<file path="config.mk">
export PLATFORM = sky130hd
export DESIGN_NAME = muldiv_unit
export DESIGN_NICKNAME = d
export VERILOG_FILES = /design/src/rtl/muldiv_unit.sv
export SDC_FILE = /design/constraint.sdc
export NUM_CORES = 1
export LEC_CHECK = 0
export BUFFER_PORTS_ARGS = -buffer_cell sky130_fd_sc_hd__buf_2
export CORE_UTILIZATION = 30
export DETAILED_ROUTE_END_ITERATION = 10
export PLACE_DENSITY = 0.57
export SLEW_MARGIN = 20
export SYNTH_ARGS = -nofsm -noshare
export SYNTH_HDL_FRONTEND = slang
export SYNTH_SLANG_ARGS = --single-unit
</file>
<file path="constraint.sdc">
create_clock -name clk -period 10 [get_ports clk]
set_clock_uncertainty 0.15 [all_clocks]
set_input_delay 2 -clock clk [delete_from_list [all_inputs] [get_ports clk]]
set_output_delay 2 -clock clk [all_outputs]
set_load 0.02 [all_outputs]
</file>
<file path="src/rtl/muldiv_unit.sv">
// rtl/muldiv_unit.sv - Iterative multiply/divide unit with HI/LO result registers.
// Signed op[0] handling is compiled in only when MULDIV_SIGNED_EN is defined.
module muldiv_unit #(
    parameter int WIDTH = 32
) (
    input  logic             clk,
    input  logic             reset,
    input  logic             start,
    input  logic [1:0]       op,
    input  logic [WIDTH-1:0] a,
    input  logic [WIDTH-1:0] b,
    input  logic             hi_wr,
    input  logic             lo_wr,
    input  logic [WIDTH-1:0] wr_data,
    output logic             busy,
    output logic             done,
    output logic             div_by_zero,
    output logic [WIDTH-1:0] hi,
    output logic [WIDTH-1:0] lo
);

    localparam int CW = $clog2(WIDTH);

    typedef enum logic [1:0] {
        S_IDLE,
        S_CALC,
        S_FIX
    } state_t;

    state_t state, state_next;

    logic [CW-1:0]    cnt;
    logic             is_div;
    logic             dz;
    logic             neg_a;
    logic             neg_b;
    logic [WIDTH-1:0] a_raw;
    logic [WIDTH-1:0] b_mag;
    logic [WIDTH-1:0] acc_hi;
    logic [WIDTH-1:0] acc_lo;

    logic             op_signed;
    logic             a_neg_in;
    logic             b_neg_in;
    logic [WIDTH-1:0] a_mag_in;
    logic [WIDTH-1:0] b_mag_in;
    logic             dz_in;
    logic             last_step;

`ifdef MULDIV_SIGNED_EN
    assign op_signed = op[0];
`else
    logic unused_op0;
    assign op_signed  = 1'b0;
    assign unused_op0 = op[0];
`endif

    assign a_neg_in  = op_signed & a[WIDTH-1];
    assign b_neg_in  = op_signed & b[WIDTH-1];
    assign a_mag_in  = a_neg_in ? (~a + 1'b1) : a;
    assign b_mag_in  = b_neg_in ? (~b + 1'b1) : b;
    assign dz_in     = op[1] & (b == '0);
    assign last_step = (cnt == CW'(WIDTH - 1));
    assign busy      = (state != S_IDLE);

    always_ff @(posedge clk or posedge reset) begin
        if (reset) begin
            state <= S_IDLE;
        end else begin
            state <= state_next;
        end
    end

    always_comb begin
        state_next = state;
        case (state)
            S_IDLE:  if (start) state_next = dz_in ? S_FIX : S_CALC;
            S_CALC:  if (last_step) state_next = S_FIX;
            S_FIX:   state_next = S_IDLE;
            default: state_next = S_IDLE;
        endcase
    end

    // One shift-add multiply step: acc_lo holds the remaining multiplier bits.
    logic [WIDTH:0]   mul_sum;
    logic [WIDTH-1:0] mul_hi;
    logic [WIDTH-1:0] mul_lo;

    always_comb begin
        mul_sum = {1'b0, acc_hi} + (acc_lo[0] ? {1'b0, b_mag} : {(WIDTH + 1){1'b0}});
        mul_hi  = mul_sum[WIDTH:1];
        mul_lo  = {mul_sum[0], acc_lo[WIDTH-1:1]};
    end

    // One restoring divide step: acc_hi is the partial remainder, acc_lo shifts
    // dividend bits out at the top and quotient bits in at the bottom.
    logic [WIDTH:0]   div_shift;
    logic [WIDTH:0]   div_diff;
    logic             div_ge;
    logic [WIDTH-1:0] div_hi;
    logic [WIDTH-1:0] div_lo;

    always_comb begin
        div_shift = {acc_hi, acc_lo[WIDTH-1]};
        div_diff  = div_shift - {1'b0, b_mag};
        div_ge    = ~div_diff[WIDTH];
        div_hi    = div_ge ? div_diff[WIDTH-1:0] : div_shift[WIDTH-1:0];
        div_lo    = {acc_lo[WIDTH-2:0], div_ge};
    end

    // Sign restoration of the magnitude results.
    logic [2*WIDTH-1:0] prod;
    logic [2*WIDTH-1:0] prod_fix;
    logic [WIDTH-1:0]   quot_fix;
    logic [WIDTH-1:0]   rem_fix;

    always_comb begin
        prod     = {acc_hi, acc_lo};
        prod_fix = (neg_a ^ neg_b) ? (~prod + 1'b1) : prod;
        quot_fix = (neg_a ^ neg_b) ? (~acc_lo + 1'b1) : acc_lo;
        rem_fix  = neg_a ? (~acc_hi + 1'b1) : acc_hi;
    end

    always_ff @(posedge clk or posedge reset) begin
        if (reset) begin
            cnt         <= '0;
            is_div      <= 1'b0;
            dz          <= 1'b0;
            neg_a       <= 1'b0;
            neg_b       <= 1'b0;
            a_raw       <= '0;
            b_mag       <= '0;
            acc_hi      <= '0;
            acc_lo      <= '0;
            done        <= 1'b0;
            div_by_zero <= 1'b0;
            hi          <= '0;
            lo          <= '0;
        end else begin
            done <= 1'b0;
            case (state)
                S_IDLE: begin
                    if (hi_wr) hi <= wr_data;
                    if (lo_wr) lo <= wr_data;
                    if (start) begin
                        cnt         <= '0;
                        is_div      <= op[1];
                        dz          <= dz_in;
                        neg_a       <= a_neg_in;
                        neg_b       <= b_neg_in;
                        a_raw       <= a;
                        b_mag       <= b_mag_in;
                        acc_hi      <= '0;
                        acc_lo      <= a_mag_in;
                        div_by_zero <= 1'b0;
                    end
                end
                S_CALC: begin
                    cnt <= cnt + CW'(1);
                    if (is_div) begin
                        acc_hi <= div_hi;
                        acc_lo <= div_lo;
                    end else begin
                        acc_hi <= mul_hi;
                        acc_lo <= mul_lo;
                    end
                end
                S_FIX: begin
                    done <= 1'b1;
                    if (dz) begin
                        hi          <= a_raw;
                        lo          <= '1;
                        div_by_zero <= 1'b1;
                    end else if (is_div) begin
                        hi <= rem_fix;
                        lo <= quot_fix;
                    end else begin
                        hi <= prod_fix[2*WIDTH-1:WIDTH];
                        lo <= prod_fix[WIDTH-1:0];
                    end
                end
                default: ;
            endcase
        end
    end

endmodule

</file>
==> results of run 1 <==
[worst max-delay path: cells and delay by family]
family | cells | cell delay [ps]
mux | 1 | 400
buf+inv | 2 | 1290
simple gates | 2 | 950
[final timing paths]
| path | endpoint | slack [ps] | cells past startpoint |
|---|---|---|---|
| setup / recovery | is_div$_DFFE_PP0P_ | 5550 | 5 |
| hold / removal | lo[15]$_DFFE_PP0P_ | 320 | 2 |
| setup reg to reg | acc_hi[18]$_DFFE_PP0P_ | 5750 | 14 |
| hold reg to reg | lo[15]$_DFFE_PP0P_ | 320 | 2 |
| max in group asynchronous | b_mag[21]$_DFFE_PP0P_ | 6660 | 3 |
| min in group asynchronous | lo[6]$_DFFE_PP0P_ | 1540 | 2 |
[final cells by class]
type	instances	area, um2	share of cell area (%)
multi-input cells	1116	7400	48.3
clock inverters	9	126	0.824
well taps	585	732	4.78
clock buffers	33	683	4.46
flip-flops and latches	203	5080	33.2
diodes	9	22.5	0.147
inverters	81	312	2.03
repair buffers	185	968	6.32
[metrics by stage]
step / instances / power (mW) / utilization, % / cell area, um2
after detailed placement: 2170 / 4.80 / 33.6 / 14500
after global routing: 2217 / 6.20 / 35.6 / 15300
after floorplan: 1489 / 3.92 / - / 13100
after CTS: 2212 / 5.74 / 35.5 / 15300
after global placement: 2170 / 4.75 / 33.6 / 14500
final: 2221 / 5.73 / 35.6 / 15300
[placed cells by master (no fill, tap or decap), types with 34 or more instances in the layout]
cell type and instances:
dfrtp_1 201, o21ai_0 190, nand2_1 188, buf_2 168
nor2_1 87, a21oi_1 81, inv_1 80, mux2i_1 70
ha_1 66, xnor2_1 34, and2_1 34, mux2_2 34
[registers in the layout, indices dropped and copies added, names as in the netlist, 2 cells and up]
register  count
cnt           5
a_raw        32
state         2
acc_hi       32
lo           32
b_mag        32
hi           32
acc_lo       32
[routing by layer]
metal  up-vias  share of wire [%]  GRT usage (%)
li1       5632                  -              -
met1      5549                 48           26.1
met2       358                 43           27.6
met3        52                7.0           3.67
met4        14                1.5           3.65
met5         -               0.22              0
[power groups by stage]
stage,Clock (mW),Sequential (mW),Combinational (mW)
detailed placement,0,1.55,3.25
CTS,0.933,1.54,3.27
global route,0.958,1.59,3.65
finish,0.908,1.54,3.28
global placement,0,1.54,3.21
floorplan,0,1.60,2.32
[cells by family (layout without fill, tap and decap cells)]
logic type / after synthesis / in the layout / share of synthesized area, %
fa+ha+maj: 68 / 68 / 6.62
buf+inv: 170 / 308 / 4.93
simple gates: 401 / 401 / 13.9
other cells: 0 / 9 / 0
compound gates: 493 / 493 / 24.0
mux: 104 / 104 / 8.28
xor+xnor: 50 / 50 / 3.49
flops: 203 / 203 / 38.8
==> results.md, run 1 <==
* Setup tns final at 0 ps
* Yosys reg bits at 203
* Max-cap violations at 0
* Cts repair resizes at 0
* Drt pass-1 iters at 5
* Post-synthesis cell area at 0.0131 mm2
* Sw frac at 46.6%
* Gr usage total at 18.0%
* Worst Path Arrival at 4720 ps
* Top_reg_cell synth: dfrtp_1
* Routed vias at 11.6k
* Fmax at 0.225 GHz
* Ys Warns at 0
* Antenna violations before repair at 16
* WP data required at 10,270 ps
* Max_slew headroom at 35.1%
* Clock power frac at 15.9%
* Hold Buf Count CTS at 0
* # Post-CTS Setup Buffers at 0
* Slew Limit Fails at 0
* Seq pwr share at 26.9%
* Clk slew on worst S/H paths at 60 ps
* Async SR Flop Fraction at 100%
* Avg Cell Area, Syn at 8.79 um2
* Logic pwr share at 57.3%
* Largest fanout on the critical path at 71
* Register area share after synthesis at 38.8%
* Remaining Overflow, GRT at 0
* Fin crit period at 4450 ps
* P_sw at 2.67 mW
* Fin Hold WS at 319 ps
* Most frequent cell after synthesis: dfrtp_1
* CTS buffer count at 23
* PnR worst setup slack at 5550 ps
* Site Rows at 76
* Final period utilization at 44.5%
* Final Routed Wirelength at 40,300 um
* Vias in the first global route at 11.2k
* Top-area cell type share of the netlist area at 38.8%
* Post-DR vias/cell at 5.23
* Hold Crit Class: flip-flop to flip-flop
* Placement Setup Slack at 5070 ps
* CP startpoint kind: input port
* Main area contributors after synthesis: dfrtp_1 (39%), o21ai_0 (7.3%), ha_1 (6.3%)
* Clock sinks at 203
* Worst Tran Pin Value at 974 ps
* Total core area at 0.0431 mm2
* Die width at 211 um
* Worst reg2reg startpoint: acc_lo[31]$_DFFE_PP0P_
* Worst setup path class: input port to flip-flop
* Worst Hold Launch: lo[15]$_DFFE_PP0P_
* P_int at 3.06 mW
* IO Port Bufs at 168
* Number of synthesized flops with an enable pin at 0
* Starting Density at 30.4%
* Layout cells sized above 1 at 17.6%
* Height of the die at 211 um
* Dpl hpwl at 29,200 um
* DR WL/cell at 18.1 um
* Synth top cells by count: dfrtp_1 (203), o21ai_0 (190), nand2_1 (188)
* First-pass GRT wire length at 64,100 um
* Final setup violating endpoints at 0
* Post-route ant nets at 0
* Root buffer cell: clkbuf_16
* Crit path cell chain: buf_2 -> nand2b_1 -> nor2_4 -> buf_4 -> mux2_2
* CTS tree: built
* Outcome: finished, final reports clean
* Cell variety after synth at 66
* # nets final at 1,781
* GP Congestion at 0.934
* CP Capture Type: flip-flop
* RSZ-0062 raised after global routing: false
* Initial DRC Count at 819
* Power Dens Cells at 374 mW/mm2
* Max Root-Sink Buffers at 3
* Remaining DRCs at 0
* CP Launch Point: start
* CP max stage cell: nor2_4
* Post-synthesis instance total at 1,489
* Full die area at 0.0444 mm2
* Final hold vios at 0
* Lkg Pwr at 7.02 nW
* Num ports at 170
* CTS H-tree depth at 1
* Syn Nets at 1,660
* Worst path max stage delay at 730 ps
* Peak supply drop at 0.000143 V
* Largest net degree at the start of global routing at 134
* Clk Latency, worst-skew pair at 530 ps
* P&R area growth vs syn at 17.2%
* Area leader, netlist: dfrtp_1
* Filler Cells Inserted at 4,373
No activity file was read; power rests on OpenSTA's default activity.
==> inputs of run 2 (changes only) <==
--- a/config.mk
+++ b/config.mk
@@ -5,6 +5,7 @@
 export SDC_FILE = /design/constraint.sdc
 export NUM_CORES = 1
 export LEC_CHECK = 0
+export ABC_AREA = 1
 export BUFFER_PORTS_ARGS = -buffer_cell sky130_fd_sc_hd__buf_2
 export CORE_UTILIZATION = 30
 export DETAILED_ROUTE_END_ITERATION = 10
==> constraint.sdc (replaced) <==
create_clock -name clk -period 4.5 [get_ports clk]
set_clock_uncertainty 0.15 [all_clocks]
set_input_delay 0.9 -clock clk [delete_from_list [all_inputs] [get_ports clk]]
set_output_delay 0.9 -clock clk [all_outputs]
set_load 0.02 [all_outputs]
==> results.md, run 2 <==
* RSZ-0062 raised after global routing: false
* # nets final at 2,502 (+40%)
* Remaining DRCs at 0 (unchanged)
* Gr usage total at 20.2% (+2.1 points)
* Clk slew on worst S/H paths at 60 ps (about the same)
* GP Congestion at 0.972 (+4.1%)
* Worst setup path class: flip-flop to flip-flop
* Hold Crit Class: flip-flop to flip-flop
* CTS buffer count at 24 (+4.3%)
* Post-synthesis cell area at 0.0145 mm2 (+10%)
* Max_slew headroom at 38.5% (+3.4 points)
* CP Capture Type: flip-flop
* Final Routed Wirelength at 49,600 um (+23%)
* Antenna violations before repair at 2 (-14)
* Total core area at 0.0476 mm2 (+11%)
* Yosys reg bits at 203 (unchanged)
* Post-Place Cell Area at 0.0159 mm2 (+9.4%)
* Synth top cells by count: nand2_1 (691), inv_1 (292), nor2_1 (232)
* Top_reg_cell synth: dfrtp_1
* Site Rows at 80 (+5.3%)
* Vias in the first global route at 14.3k (+28%)
* Post-DR vias/cell at 4.90 (-6.3%)
* Max-cap violations at 0 (unchanged)
* Routed vias at 14.5k (+25%)
* Hold depth at 2 (unchanged)
* Height of the die at 221 um (+5.1%)
* Cts repair resizes at 0 (unchanged)
* Ys Warns at 0 (unchanged)
* Largest fanout on the critical path at 25 (-65%)
* R2R setup slack at 1410 ps (-4340 ps)
* Full die area at 0.0490 mm2 (+10%)
* Clk Latency, worst-skew pair at 540 ps (about the same)
* Syn Nets at 2,382 (+43%)
* Most frequent cell after synthesis: nand2_1
* Root buffer cell: clkbuf_16
* Post-route ant nets at 0 (unchanged)
* Fmax at 0.324 GHz
* P&R area growth vs syn at 15.5%
* Number of synthesized flops with an enable pin at 0 (unchanged)
* Worst path max stage delay at 450 ps (-280 ps)
* Worst R2R End: acc_hi[19]$_DFFE_PP0P_
* Largest net degree at the start of global routing at 120 (-10%)
* Pwr Total at 15.2 mW (+160%)
* Final hold vios at 0 (unchanged)
* Top-area cell type share of the netlist area at 35.2% (-3.7 points)
* Dpl hpwl at 37,900 um (+30%)
* Layout cells sized above 1 at 11.0% (-6.5 points)
* Main area contributors after synthesis: dfrtp_1 (35%), nand2_1 (18%), inv_1 (7.6%)
* Final setup violating endpoints at 0 (unchanged)
* CTS H-tree depth at 1 (unchanged)
* Commonest non-fill, non-tap cell in the layout: nand2_1
* Peak supply drop at 0.000292 V (+100%)
* CTS tree: built
* Worst Path Arrival at 3410 ps (-1310 ps)
* First-pass GRT wire length at 79,300 um (+24%)
* Lkg Pwr at 8.89 nW (+27%)
* Worst Tran Pin Value at 922 ps (-52.1 ps)
* Register area share after synthesis at 35.2% (-3.7 points)
* Post-synthesis instance total at 2,211 (+48%)
* Ant diodes at 0 (-9)
* Fin crit period at 3090 ps
* CP max stage cell: dfrtp_1
* IO Port Bufs at 168 (unchanged)
* R2r worst-path depth at 18 (+4)
* Initial DRC Count at 1,090 (+33%)
* Clock sinks at 203 (unchanged)
* Remaining Overflow, GRT at 0 (unchanged)
* Starting Density at 30.3% (-0.039 points)
* Slew Limit Fails at 0 (unchanged)
* Crit path cell chain: inv_1 -> ha_1 -> fa_1 -> inv_1 -> nand2_1 -> nand2_1 -> nand3_1 -> nand2_2 -> nand2_1 -> nand2_2 -> nand2_2 -> nand2_2 -> nand2_2 -> nand2_4 -> nand3_1 -> nand3_1 -> nand2_1 -> nand2_1
* Max Root-Sink Buffers at 3 (unchanged)
* Setup tns final at 0 ps (unchanged)
* Hold endpoint: a_raw[0]$_DFFE_PP0P_
* Cell variety after synth at 42 (-36%)
* WP data required at 4830 ps (-5440 ps)
* Fin area at 0.0167 mm2 (+8.9%)
* Commonest cells after routing, fill and taps aside: nand2_1 (691), inv_1 (290), nor2_1 (228)
* Worst Hold Launch: a_raw[0]$_DFFE_PP0P_
* CP startpoint kind: flip-flop
* Power Dens Cells at 909 mW/mm2 (+140%)
* DR WL/cell at 16.7 um (-7.8%)
* Area leader, netlist: dfrtp_1
* Avg Cell Area, Syn at 6.54 um2 (-26%)
* Hold Buf Count CTS at 0 (unchanged)
* Die width at 221 um (+5.1%)
* Num ports at 170 (unchanged)
* Filler Cells Inserted at 5,183 (+19%)
* Final period utilization at 68.6%
* # Post-CTS Setup Buffers at 0 (unchanged)
* Drt pass-1 iters at 5 (unchanged)
* Async SR Flop Fraction at 100% (unchanged)
* Worst reg2reg startpoint: acc_lo[31]$_DFFE_PP0P_
* Outcome: finished, final reports clean
[run 2: cell types whose count changed after synthesis, moves of 34 or more]
cell,before,now
nand2_1,188,691
inv_1,81,292
nor2_1,88,232
nand3_1,18,127
mux2i_1,70,0
a31oi_1,8,63
mux2_2,34,0
[run 2: cell type report]
cell class | instances | area [um2] | share of cell area, %
clock buffer | 33 | 686 | 4.11
clock inverter | 10 | 144 | 0.862
inverter | 300 | 1130 | 6.78
multi-input combinational | 1617 | 7890 | 47.2
sequential | 203 | 5080 | 30.4
tap | 615 | 769 | 4.61
timing repair buffer | 185 | 993 | 5.95
[run 2: worst max path at each step]
stage / startpoint / end / slack, ps / depth (start not counted)
global placement: acc_lo[31]$_DFFE_PP0P_ / acc_hi[12]$_DFFE_PP0P_ / 1470 / 17
global route: acc_lo[31]$_DFFE_PP0P_ / acc_hi[19]$_DFFE_PP0P_ / 1190 / 18
detailed placement: acc_lo[31]$_DFFE_PP0P_ / acc_hi[12]$_DFFE_PP0P_ / 1440 / 17
CTS: acc_lo[31]$_DFFE_PP0P_ / acc_hi[12]$_DFFE_PP0P_ / 1420 / 17
floorplan: reset / a_raw[0]$_DFFE_PP0P_ / 820 / 1
finish: acc_lo[31]$_DFFE_PP0P_ / acc_hi[19]$_DFFE_PP0P_ / 1410 / 18
[run 2: cell families after synthesis]
kind of cell	after synthesis	synth area share (%)
and+or+nand+nor	1112	31.2
AOI/OAI and AO/OA	421	16.2
buffers and inverters	391	10.5
DFF	203	35.2
adders and majority gates	68	5.99
xor gates and xnor gates	16	0.970
[run 2: metrics by stage]
stage	instances	hold WS, ps	setup WS, ps	utilization, %
after floorplan	2211	294	820	-
after global placement	2920	310	1470	33.3
after detailed placement	2920	310	1440	33.3
after CTS	2963	327	1420	35.0
after global routing	2963	348	1190	35.0
final	2963	322	1410	35.0
[run 2: routing by layer]
layer  GRT usage (%)  vias up  routed length, um
li1                -     7338                  -
met1            28.5     6731              23800
met2            33.1      374              22300
met3            2.22       60               2510
met4            4.46        2                957
met5               0        -                 10
[run 2: power breakdown]
group | internal, mW | switching [mW]
clock network | 1.24 | 0.841
logic | 3.12 | 6.36
registers | 2.75 | 0.857
[run 2: worst max-delay path: cells and delay by family (launching register included)]
family,cells,cell delay (ps)
and+or+nand+nor,14,1570
DFF,1,450
buffers and inverters,2,210
adders and majority gates,2,630
==> inputs of run 3 (changes only) <==
--- a/config.mk
+++ b/config.mk
@@ -5,11 +5,11 @@
 export SDC_FILE = /design/constraint.sdc
 export NUM_CORES = 1
 export LEC_CHECK = 0
-export ABC_AREA = 1
+export ABC_AREA = 0
 export BUFFER_PORTS_ARGS = -buffer_cell sky130_fd_sc_hd__buf_2
 export CORE_UTILIZATION = 30
 export DETAILED_ROUTE_END_ITERATION = 10
-export PLACE_DENSITY = 0.57
+export PLACE_DENSITY = 0.59
 export SLEW_MARGIN = 20
 export SYNTH_ARGS = -nofsm -noshare
 export SYNTH_HDL_FRONTEND = slang
==> constraint.sdc (replaced) <==
create_clock -name clk -period 2.6 [get_ports clk]
set_clock_uncertainty 0.15 [all_clocks]
set_input_delay 0.52 -clock clk [delete_from_list [all_inputs] [get_ports clk]]
set_output_delay 0.52 -clock clk [all_outputs]
set_load 0.02 [all_outputs]
==> results.md, run 3 (synthesis gave the netlist of run 1 again) <==
* IO Port Bufs at 168 (unchanged)
* Post-route ant nets at 0 (unchanged)
* CP Capture Type: flip-flop
* Fin cells at 2,528 (-15%)
* Filler Cells Inserted at 4,199 (-19%)
* Clock sinks at 203 (unchanged)
* Slew Limit Fails at 0 (unchanged)
* Drt pass-1 iters at 5 (unchanged)
* Final hold vios at 0 (unchanged)
* # nets final at 2,095 (-16%)
* Max Root-Sink Buffers at 3 (unchanged)
* DR WL/cell at 17.8 um (+6.6%)
* Dpl hpwl at 34,100 um (-10%)
* Antenna violations before repair at 1 (-1)
* Post-Place Cell Area at 0.0169 mm2 (+6.8%)
* Fin area at 0.0186 mm2 (+12%)
* Max-cap violations at 0 (unchanged)
* Placement Setup Slack at -835 ps (-2280 ps)
* GP Congestion at 0.894 (-8.0%)
* Full die area at 0.0444 mm2 (-9.4%)
* Height of the die at 211 um (-4.8%)
* Commonest cells after routing, fill and taps aside: buf_4 (292), dfrtp_1 (199), nand2_1 (186)
* Routed vias at 12.8k (-11%)
* Worst Path Arrival at 3450 ps (+40 ps)
* Largest net degree at the start of global routing at 99 (-18%)
* Final Routed Wirelength at 45,100 um (-9.0%)
* Post-DR vias/cell at 5.08 (+3.8%)
* Final period utilization at 123% (+54 points)
* CTS buffer count at 24 (unchanged)
* Remaining DRCs at 0 (unchanged)
* Fmax at 0.313 GHz (-3.4%)
* Num ports at 170 (unchanged)
* Gr usage total at 20.1% (-0.11 points)
* CP startpoint kind: flip-flop
* Clk Latency, worst-skew pair at 540 ps (about the same)
* Root buffer cell: clkbuf_16
* Vias in the first global route at 12.7k (-11%)
* Starting Density at 30.4% (+0.039 points)
* Worst setup path class: flip-flop to flip-flop
* Initial DRC Count at 928 (-15%)
* Hold Crit Class: input port to flip-flop
* Final core occ at 43.3% (+8.2 points)
* Site Rows at 76 (-5.0%)
* Die width at 211 um (-4.8%)
* RSZ-0062 raised after global routing: true
* Fin crit period at 3190 ps (+108 ps)
* Outcome: complete, but fails checks
* Worst Tran Pin Value at 521 ps (-401 ps)
* Total core area at 0.0431 mm2 (-9.6%)
* Max_slew headroom at 65.0% (+26 points)
* Clk slew on worst S/H paths at 60 ps (about the same)
* Largest fanout on the critical path at 14 (-44%)
* WP data required at 2850 ps (-1980 ps)
* CTS H-tree depth at 1 (unchanged)
* Commonest non-fill, non-tap cell in the layout: buf_4
* Pwr Total at 28.3 mW (+87%)
* First-pass GRT wire length at 70,900 um (-11%)
* Final setup violating endpoints at 33 (+33)
* P&R area growth vs syn at 42.5%
* Remaining Overflow, GRT at 0 (unchanged)
* Lkg Pwr at 8.76 nW (-1.4%)
* Peak supply drop at 0.000496 V (+70%)
* Cells after DPL at 2,452 (-16%)
* Layout cells sized above 1 at 36.5% (+25 points)
* PnR worst setup slack at -594 ps (-2010 ps)
* Power Dens Cells at 1520 mW/mm2 (+67%)
* CTS tree: built
* Failing checks: setup timing
==> run 3: changes by cell type in the layout (fill, tap and decap cells not counted), sizes merged, moves of 33 or more <==
cell,before,now
nand2,701,188
buf,185,495
inv,297,80
nor2,235,88
nand3,129,19
mux2i,0,70
a31oi,63,9
mux2,0,34
and2,1,34
==> run 3: power breakdown <==
group          switching (mW)  total (mW)  internal [mW]  leakage [nW]
combinational            9.70        18.9           9.15          5.90
clock                    1.43        3.57           2.15         0.402
sequential               1.20        5.87           4.66          2.46
total                    12.3        28.3           16.0          8.76
==> run 3: worst paths after layout <==
kind | cells past startpoint | from | to | slack [ps]
setup reg to reg | 14 | acc_lo[0]$_DFFE_PP0P_ | acc_hi[28]$_DFFE_PP0P_ | -590
max in group asynchronous | 4 | reset | lo[23]$_DFFE_PP0P_ | 1160
setup / recovery | 14 | acc_lo[0]$_DFFE_PP0P_ | acc_hi[28]$_DFFE_PP0P_ | -590
hold / removal | 3 | b[4] | b_mag[4]$_DFFE_PP0P_ | 50
hold reg to reg | 2 | hi[12]$_DFFE_PP0P_ | hi[12]$_DFFE_PP0P_ | 320
min in group asynchronous | 3 | reset | a_raw[7]$_DFFE_PP0P_ | 380
==> run 3: per-stage QoR <==
stage / hold slack, ps / setup TNS, ps
3_5_place_dp: 315 / -23350
3_3_place_gp: 307 / -21820
2_1_floorplan: 315 / -151060
6_report: 49.5 / -15480
5_1_grt: 59.8 / -20140
4_1_cts: 32.8 / -16430
==> run 3: area by class of cell <==
| cell class | instances | area, um2 | area share, % |
|---|---|---|---|
| antenna | 2 | 5.00 | 0.0269 |
| clock buffer | 35 | 733 | 3.93 |
| clock inverter | 8 | 97.6 | 0.524 |
| inverter | 81 | 308 | 1.65 |
| multi-input combinational | 1117 | 8090 | 43.4 |
| sequential | 203 | 5080 | 27.3 |
| tap | 585 | 732 | 3.93 |
| timing repair buffer | 497 | 3580 | 19.2 |
==> run 3: metal layers <==
metal | share of wire [%] | vias to the layer above | global-route usage (%)
met2 | 45 | 349 | 31.6
li1 | - | 6246 | -
met1 | 48 | 6203 | 29.1
met3 | 5.2 | 49 | 2.60
met5 | 0 | - | 0
met4 | 1.7 | 0 | 4.62
==> run 3: what timing repair did <==
item                       4_1_cts  5_1_grt
hold endpoints to repair         9        0
pin swaps                       33       49
setup endpoints to repair       34       33
resized for setup               64       71
hold buffers                     1        0
setup buffers                   14       14
cloned                           0        3
==> run 3: worst max-delay path: stages, from the launching register on <==
cell and delay (ps):
dfrtp_2 480, buf_12 170, and2_1 150, ha_1 360, a21oi_2 220, nand2_1 70
a221o_1 290, a21o_1 200, o311ai_4 250, buf_4 160, buf_6 120, o21bai_4 60
xor2_1 150, a22oi_1 160, o21ai_1 80
